`config.mk`:
```
export PLATFORM = sky130hd
export DESIGN_NAME = pc_gen_mt
export DESIGN_NICKNAME = d
export VERILOG_FILES = /design/src/rtl/pc_gen_mt_pkg.sv /design/src/rtl/pc_gen_mt_rr_next_thread.sv /design/src/rtl/pc_gen_mt.sv
export SDC_FILE = /design/constraint.sdc
export NUM_CORES = 1
export LEC_CHECK = 0
export BUFFER_PORTS_ARGS = -buffer_cell sky130_fd_sc_hd__buf_2
export CORE_ASPECT_RATIO = 1.1
export CORE_UTILIZATION = 52
export CTS_BUF_LIST = sky130_fd_sc_hd__clkbuf_4 sky130_fd_sc_hd__clkbuf_8
export DETAILED_ROUTE_END_ITERATION = 8
export HOLD_SLACK_MARGIN = 0.06
export PLACE_DENSITY = 0.79
export SLEW_MARGIN = 20
export SYNTH_ARGS = -nofsm -noshare
export SYNTH_HDL_FRONTEND = slang
export SYNTH_SLANG_ARGS = --single-unit
```
`constraint.sdc`:
```
create_clock -name Clk -period 2 [get_ports Clk]
set_input_delay 0.4 -clock Clk [delete_from_list [all_inputs] [get_ports Clk]]
set_output_delay 0.4 -clock Clk [all_outputs]
set_load 0.01 [all_outputs]
```
`src/rtl/pc_gen_mt_pkg.sv`:
```
// pc_pkg -- shared constants, thread-id type and next-PC selector encoding for pc_gen_mt.
// Revision 1.0
`default_nettype none

package pc_pkg;

   localparam int                ADDR_W      = 32;
   localparam int                NUM_THREADS = 2;
   localparam int                INSTR_BYTES = 4;
   localparam logic [ADDR_W-1:0] RESET_VEC   = 32'h0000_0000;
   localparam logic [ADDR_W-1:0] EXC_VEC     = 32'h0000_0180;

   // A single context still needs a 1-bit tid so the ports never collapse to zero width.
   function automatic int tid_width(input int n);
      return (n > 1) ? $clog2(n) : 1;
   endfunction

   localparam int TID_W = tid_width(NUM_THREADS);

   typedef logic [TID_W-1:0] tid_t;

   typedef enum logic [2:0] {
      SEL_HOLD  = 3'd0,
      SEL_SEQ   = 3'd1,
      SEL_REDIR = 3'd2,
      SEL_ERET  = 3'd3,
      SEL_EXC   = 3'd4
   } next_pc_sel_e;

endpackage

`default_nettype wire

```
`src/rtl/pc_gen_mt_rr_next_thread.sv`:
```
// rr_next_thread -- combinational round-robin pick of the next enabled thread after cur_tid.
// Revision 1.0
`default_nettype none

module rr_next_thread #(
   parameter int NUM_THREADS = 2,
   parameter int TID_W       = 1
) (
   input  logic [NUM_THREADS-1:0] thread_en,
   input  logic [TID_W-1:0]       cur_tid,
   output logic [TID_W-1:0]       next_tid,
   output logic                   any_en
);

   int               idx;
   logic [TID_W-1:0] idx_t;

   // Scan farthest-first so the nearest enabled successor is the last (winning) assignment;
   // offset NUM_THREADS lands back on cur_tid when it is the only enabled thread.
   always_comb begin
      next_tid = cur_tid;
      any_en   = |thread_en;
      idx      = 0;
      idx_t    = '0;
      for (int k = NUM_THREADS; k >= 1; k--) begin
         idx   = (int'(cur_tid) + k) % NUM_THREADS;
         idx_t = TID_W'(idx);
         if (thread_en[idx_t]) begin
            next_tid = idx_t;
         end
      end
   end

endmodule

`default_nettype wire

```
`src/rtl/pc_gen_mt.sv`:
```
// pc_gen_mt -- multi-thread fetch PC generator with round-robin select, redirect, exception and ERET.
// Revision 1.0. Optional PC_ALIGN_TRAP_EN: misaligned redirect/ERET targets trap and pulse align_trap.
`default_nettype none

module pc_gen_mt #(
   parameter int                           NUM_THREADS = pc_pkg::NUM_THREADS,
   parameter int                           ADDR_W      = pc_pkg::ADDR_W,
   parameter int                           INSTR_BYTES = pc_pkg::INSTR_BYTES,
   parameter logic [pc_pkg::ADDR_W-1:0]    RESET_VEC   = pc_pkg::RESET_VEC,
   parameter logic [pc_pkg::ADDR_W-1:0]    EXC_VEC     = pc_pkg::EXC_VEC,
   localparam int                          TID_W       = pc_pkg::tid_width(NUM_THREADS)
) (
   input  logic                   Clk,
   input  logic                   Reset,
   input  logic [NUM_THREADS-1:0] thread_en,
   input  logic                   fetch_ready,
   output logic                   fetch_valid,
   output logic [TID_W-1:0]       fetch_tid,
   output logic [ADDR_W-1:0]      fetch_pc,
   input  logic                   redir_valid,
   input  logic [TID_W-1:0]       redir_tid,
   input  logic [ADDR_W-1:0]      redir_target,
   input  logic                   exc_valid,
   input  logic [TID_W-1:0]       exc_tid,
   input  logic [ADDR_W-1:0]      exc_pc,
   input  logic                   eret_valid,
   input  logic [TID_W-1:0]       eret_tid,
`ifdef PC_ALIGN_TRAP_EN
   output logic                   align_trap,
`endif
   output logic [ADDR_W-1:0]      epc
);

   import pc_pkg::*;

   logic [TID_W-1:0]  tid_q;
   logic [TID_W-1:0]  next_tid;
   logic              any_en;
   logic              accept;
   logic [ADDR_W-1:0] pc_q  [NUM_THREADS];
   logic [ADDR_W-1:0] epc_q [NUM_THREADS];
   logic [ADDR_W-1:0] pc_d  [NUM_THREADS];
   logic [ADDR_W-1:0] epc_d [NUM_THREADS];
   next_pc_sel_e      sel   [NUM_THREADS];
`ifdef PC_ALIGN_TRAP_EN
   logic              trap_d;
`endif

   rr_next_thread #(
      .NUM_THREADS (NUM_THREADS),
      .TID_W       (TID_W)
   ) u_rr (
      .thread_en (thread_en),
      .cur_tid   (tid_q),
      .next_tid  (next_tid),
      .any_en    (any_en)
   );

   assign fetch_tid   = tid_q;
   assign fetch_pc    = pc_q[tid_q];
   assign epc         = epc_q[tid_q];
   assign fetch_valid = thread_en[tid_q];
   assign accept      = fetch_valid & fetch_ready;

   // Tid compares against in-range constants only, so out-of-range tids never match a thread.
   always_comb begin
`ifdef PC_ALIGN_TRAP_EN
      trap_d = 1'b0;
`endif
      for (int t = 0; t < NUM_THREADS; t++) begin
         sel[t]   = SEL_HOLD;
         pc_d[t]  = pc_q[t];
         epc_d[t] = epc_q[t];
         if (exc_valid && exc_tid == TID_W'(t)) begin
            sel[t]   = SEL_EXC;
            epc_d[t] = exc_pc;
         end else if (eret_valid && eret_tid == TID_W'(t)) begin
            sel[t] = SEL_ERET;
`ifdef PC_ALIGN_TRAP_EN
            if (epc_q[t][1:0] != 2'b00) begin
               sel[t] = SEL_EXC;
               trap_d = 1'b1;
            end
`endif
         end else if (redir_valid && redir_tid == TID_W'(t)) begin
            sel[t] = SEL_REDIR;
`ifdef PC_ALIGN_TRAP_EN
            if (redir_target[1:0] != 2'b00) begin
               sel[t]   = SEL_EXC;
               epc_d[t] = redir_target;
               trap_d   = 1'b1;
            end
`endif
         end else if (accept && tid_q == TID_W'(t)) begin
            sel[t] = SEL_SEQ;
         end

         case (sel[t])
            SEL_SEQ:   pc_d[t] = pc_q[t] + ADDR_W'(INSTR_BYTES);
            SEL_REDIR: pc_d[t] = redir_target;
            SEL_ERET:  pc_d[t] = epc_q[t];
            SEL_EXC:   pc_d[t] = EXC_VEC;
            default:   pc_d[t] = pc_q[t];
         endcase
      end
   end

   always_ff @(posedge Clk) begin
      if (Reset) begin
         tid_q <= '0;
         for (int t = 0; t < NUM_THREADS; t++) begin
            pc_q[t]  <= RESET_VEC;
            epc_q[t] <= RESET_VEC;
         end
      end else begin
         if ((accept || !thread_en[tid_q]) && any_en) begin
            tid_q <= next_tid;
         end
         for (int t = 0; t < NUM_THREADS; t++) begin
            pc_q[t]  <= pc_d[t];
            epc_q[t] <= epc_d[t];
         end
      end
   end

`ifdef PC_ALIGN_TRAP_EN
   always_ff @(posedge Clk) begin
      if (Reset) begin
         align_trap <= 1'b0;
      end else begin
         align_trap <= trap_d;
      end
   end
`endif

endmodule

`default_nettype wire
```
[Word level (Yosys, flattened, before mapping)]
Memory sizes are Yosys's and may differ from the RTL's. A register that Yosys moved wholly into a read port is not among the register bits.
Index checks and enable logic that the tools add are counted.
W data, S select, Z words.
Storage, ports and cells
  flip-flop bits (word level): 1
  bits in writable memories: 128
  bits of input ports: 75
  memories: 2
Memories
  epc_q: depth 2, bits a word 32, read ports 3, clocked after memory_dff 1, write ports 2, line pc_gen_mt.sv:41  | logic [ADDR_W-1:0] epc_q [NUM_THREADS];
  pc_q: depth 2, bits a word 32, read ports 3, clocked after memory_dff 1, write ports 2, line pc_gen_mt.sv:40  | logic [ADDR_W-1:0] pc_q [NUM_THREADS];
Cells by class
  add/sub/neg operators: 4
  order comparisons: 3
  equal/unequal tests: 8
  multiplexer cells: 31
  bitwise operators: 9
  reductions and logical operators: 14
Operator list (count)
  $pmux W32 S4: 2
  $mux W32: 6
  $add A32 B3 Y32 const B: 2
  $mux W1: 17
  $eq A3 B2 Y1 const B: 4
  $logic_and A1 B1 Y1: 9
  $mux W3: 3
  $eq A3 B1 Y1 const B: 2
  $eq A3 B3 Y1 const B: 2
  $lt A1 B2 Y1 const B: 3
  $mux W2: 3
  $not A1 Y1: 4
  $or A1 B1 Y1: 4
  $add A1 B1 Y1 const B: 2
  $reduce_and A2 Y1: 1
  $reduce_bool A2 Y1: 1
  $reduce_or A2 Y1: 1
  $and A1 B1 Y1: 1
  $logic_not A1 Y1: 1
  $logic_or A1 B1 Y1: 1

[Logic depth before layout (Yosys ltp)]
  depth in word-level cells: 11
  depth in mapped cells: 8
  depth with buffers taken out: 6

[Hierarchy]
Synthesis repeated with hierarchy kept, for this count alone.
Unflattened totals
  cell total of the unflattened synthesis: 876
  area total of the unflattened synthesis: 7166.9 µm²
By module, submodules not included
  pc_gen_mt: instances 1, cells an instance 873, area each 7151.9 µm², sequential area each 2602.5 µm²
  rr_next_thread: instances 1, cells an instance 3, area each 15.0 µm², sequential area each 0.0 µm²

[Worst setup path after synthesis]
OpenSTA, ideal clock, no wires.
  path type: reg2reg
  start: mem pc_q[1][2]
  end: mem pc_q[1][26]
  library setup time: 0.132 ns
  arrival: 1.774 ns
  slack: 0.094 ns
  cell stages (with the launch flop): 8
  buffers on the path: 1
  cell sequence: dfxtp_1 > ha_1 > nand3_1 > or4_1 > buf_2 > nor4_2 > xnor2_1 > a21oi_1
RTL lines (line)
  start: declaration: pc_gen_mt.sv:40

==> results.md <==
- For this design the ratio of total power to cell area is 718 nW/um^2.
- The count of warnings emitted by yosys is 0.
- The via count is 8,029.
- Per report_power, the clock group accounts for 35.3% of the total.
- The number of I/O pins is 141.
- The number of sinks driven by the clock tree is 130.
- For the pin with the worst max-slew slack, the measured transition is 715 ps.
- When the netlist entered floorplanning its net count stood at 971.
- The synthesized netlist devotes 23.4% of its cell area to simple gates.
- The synthesized netlist devotes 4.24% of its cell area to XOR and XNOR gates.
- After detailed routing, the total wire length is 26,100 um.
- Counting the buffers created by CTS gives 17.
- Of the total power, combinational logic draws 21.6%.
- The first TritonRoute pass finished after 7 iterations.
- The number of H-tree levels is 4.
- The average wire per cell in the routed design is 20.5 um.
- The total negative slack for setup checks is -799 ps.
- The post-synthesis sequential area ratio is 36.0%.
- The mean instance size in the synthesized netlist is 8.09 sq um.
- The global route total overflow is 0.
- Dividing the detail-routed via count by the number of cells gives 6.31.
- The kind of end point of the critical path is an output pin.
- The largest vdd supply drop is 0.454 mV.
- The core area is 13,400 sq um.
- The count of unique library cells instantiated by Yosys is 67.
- In this run the remaining antenna-violating nets after routing total 0.
- The layout has 1,001 filler cells.
- Setup violations remaining at the end of the flow were counted as 35.
- The insertion delay to the later sink of the worst-skew pair is 460 ps.
- Of all nets on the critical path, the largest fanout is 9.
- The min-delay analysis places its worst path in the category primary input to flip-flop.
- The initialized floorplan defines 44 standard-cell rows.
- The maximum buffer depth of the clock tree is 2.
- The number of hold buffers added after cts is 0.
- For met2 alone, demand over resource in global routing was 52.0%.
- Synthesis handed over a netlist of 894 instances.
- The worst setup path is launched from a flip-flop.
- The first-pass GRT wire length is 38,700 um.
- The die is 114 um wide.
- The cell area after placement is 8480 sq um.
- The first-iteration detailed-routing DRC count is 1,092.
- Before CTS, the worst setup slack after placement is -60.2 ps.
- The clock period minus final worst setup slack is 2040 ps.
- The final worst setup slack is -44.1 ps.
- After clock tree synthesis, the clock-pin slew on the worst setup and hold paths is 80 ps.
- Entering global routing, the biggest net connects 70 pins.
- Cells fill 70.6% of the core in the end.
- The start-to-end type of the worst setup path is flip-flop to output pin.
- The final worst clock skew is 12.1 ps.
- TritonCTS built the clock tree.
- The final reports fail on setup timing.
- The number of storage elements in the synthesis netlist is 130.
- Setup repair after global routing could not meet its margin everywhere.
- Buffers placed on the I/O ports in this run total 140.
- In the synthesized netlist, mux cells make up 11.1% of the area.
- Sequential cells burn 43.1% of the power.
- At the end of the flow, the number of nets in the layout was 1,151.
- The root buffer cell is clkbuf_8.
- After detailed routing, the number of remaining DRC violations is 0.
- The count of flip-flops with a built-in enable after synthesis is 0.
- By area, the combinational part of the netlist is dominated by simple AND/OR/NAND/NOR gates.
- After routing the design area is 9440 sq um.
- Cells with a size suffix above 1 make up 32.2% of the layout.
- The final critical path takes up 102% of the cycle.
- The run finished, with violations left.
- At the worst endpoint, the required time is 1600 ps.
- The initial antenna violation count is 1.
- The design draws 6.77 mW.
- The number of global-route vias before repair was 7,283.
- For this configuration, the core starts out at a cell density of 54.1%.
- The fraction of the mapped netlist area in adder cells is 0.346%.
- The total half-perimeter wirelength after legalization and detailed placement is 17,700 um.
- Global routing consumed, on the met3 layer, 9.00% of the routing resources.
- The met1 usage is 46.8%.
- The leakage component of the power is 3.85 nW.
- At the end of routability-driven placement, the weighted congestion stood at 0.974.
- The die is 126 um tall.
- The post-synthesis to final-layout area growth is 30.5%.
- Across the run, the number of max-cap violations was 0.
- For this design the total switching power over the nets is 2.11 mW.
- The data arrival time at the worst-slack endpoint is 1640 ps.
- The count of pins over their slew limit is 0.
- The hold violation total from the final report is 0.
- Static timing analysis puts the maximum clock frequency at 0.489 GHz.
- Summing the areas of all compound-gate instances in the mapped netlist gives 20.7% of the synthesized area.
- The internal portion of the total power is 4.67 mW.
- The most used routing layer in global routing is met2.
- The die area is 14,400 sq um.
- Across every metal layer, demand over resource in global routing totals 35.0%.
- The relative slew slack is 52.3%.
- The net switching fraction of the power is 31.1%.
- The prevailing post-synth register cell is dfxtp_1.
- In the synthesized netlist the async set-or-reset flop fraction comes to 0%.
- The synthesized netlist occupies a cell area of 7230 sq um.
## area by class of cell
| type | instances | area, sq um | area share (%) |
|---|---|---|---|
| diodes | 1 | 2.50 | 0.0265 |
| clock buffers | 17 | 234 | 2.48 |
| clock inverters | 15 | 183 | 1.94 |
| inverters | 11 | 41.3 | 0.437 |
| multi-input cells | 689 | 4480 | 47.5 |
| flip-flops and latches | 130 | 2610 | 27.6 |
| well taps | 184 | 230 | 2.44 |
| repair buffers | 225 | 1660 | 17.6 |
## placed cells by master (no fill, tap or decap), drive strengths merged, types with 3 or more instances in the layout
cell type  synthesis  routed
o211ai             4       4
mux2              59      59
nand2b             5       5
and3               9       9
o21ai             28      28
a311oi             6       6
o221ai            28      28
or4                5       5
nor4              15      15
clkinv             0       8
xnor2             25      25
nand2            186     186
dfxtp            130     130
nor2              36      36
a21oi            111     111
a31oi              6       6
nand4             14      14
buf               14     221
nand3             27      27
nor3              24      24
inv               11      14
a22oi              6       6
a221oi             3       3
a211oi             6       6
o22ai             11      11
and4               4       4
clkbuf            50      21
mux2i             14      14
bufinv             0       3
xor2              10      10
and2               5       5
o221a              4       4
## sequential cells by signal, indices dropped and copies added, names as in the netlist, named ones only
| name | cells |
|---|---|
| fetch_tid | 1 |
| epc_q | 64 |
| pc_q | 64 |
## stage by stage
step,hold WS (ps),std cells
after floorplan,441,894
after global placement,454,1229
after detailed placement,459,1229
after CTS,185,1263
after global routing,195,1272
final,188,1272
## power by group through the flow
stage                     Sequential (mW)  Clock [mW]  Combinational, mW
after floorplan                      2.93           0              0.719
after global placement               2.96           0               1.21
after detailed placement             2.96           0               1.22
after CTS                            2.91        2.39               1.28
after global routing                 2.94        2.51               1.54
final                                2.92        2.39               1.46
## critical path, cell delays in order (launching register included)
cell       delay [ps]
dfxtp_4           370
buf_12            150
clkbuf_16         200
mux2_4            340
buf_6             130
## path summary, 6_finish.rpt
path                                             endpoint  cells after the start  slack (ps)                      from
worst max register to register   pc_q[0][17]$_SDFFE_PP0P_                      5          20   pc_q[0][7]$_SDFFE_PP0P_
worst min register to register   epc_q[0][4]$_SDFFE_PP0P_                      2         470  epc_q[0][4]$_SDFFE_PP0P_
worst min-delay path            epc_q[0][27]$_SDFFE_PP0P_                      3         190                exc_pc[27]
worst max-delay path                         fetch_pc[31]                      4         -40                 flip-flop
## cell families after synthesis
logic type,Yosys count
buffers and inverters,75
multiplexers,73
XOR/XNOR,35
AO/OA/AOI/OAI,235
flip-flops,130
adder cells (fa/ha/maj),2
AND/OR/NAND/NOR,344
## repair_timing
| action | in CTS | in global routing |
|---|---|---|
| pin swaps | 0 | 1 |
| setup buffers | 0 | 2 |
| setup endpoints to repair | 58 | 67 |
| gates resized for setup | 25 | 44 |
| cloned | 2 | 6 |
## metal layers
metal  wire [um]  vias up
met2       11600      599
met3        3240      121
li1            -     3636
met5          40        -
met1       10100     3671
met4        1200        2
## cell usage after synthesis (all sizes together), types with 15 or more instances
library cell    n  area, sq um
nand2         186          698
dfxtp         130         2600
a21oi         111          563
mux2           59          664
clkbuf         50          189
nor2           36          135
o21ai          28          140
o221ai         28          245
nand3          27          150
xnor2          25          219
nor3           24          120
nor4           15          168
Power figures use the tool's default switching activity.
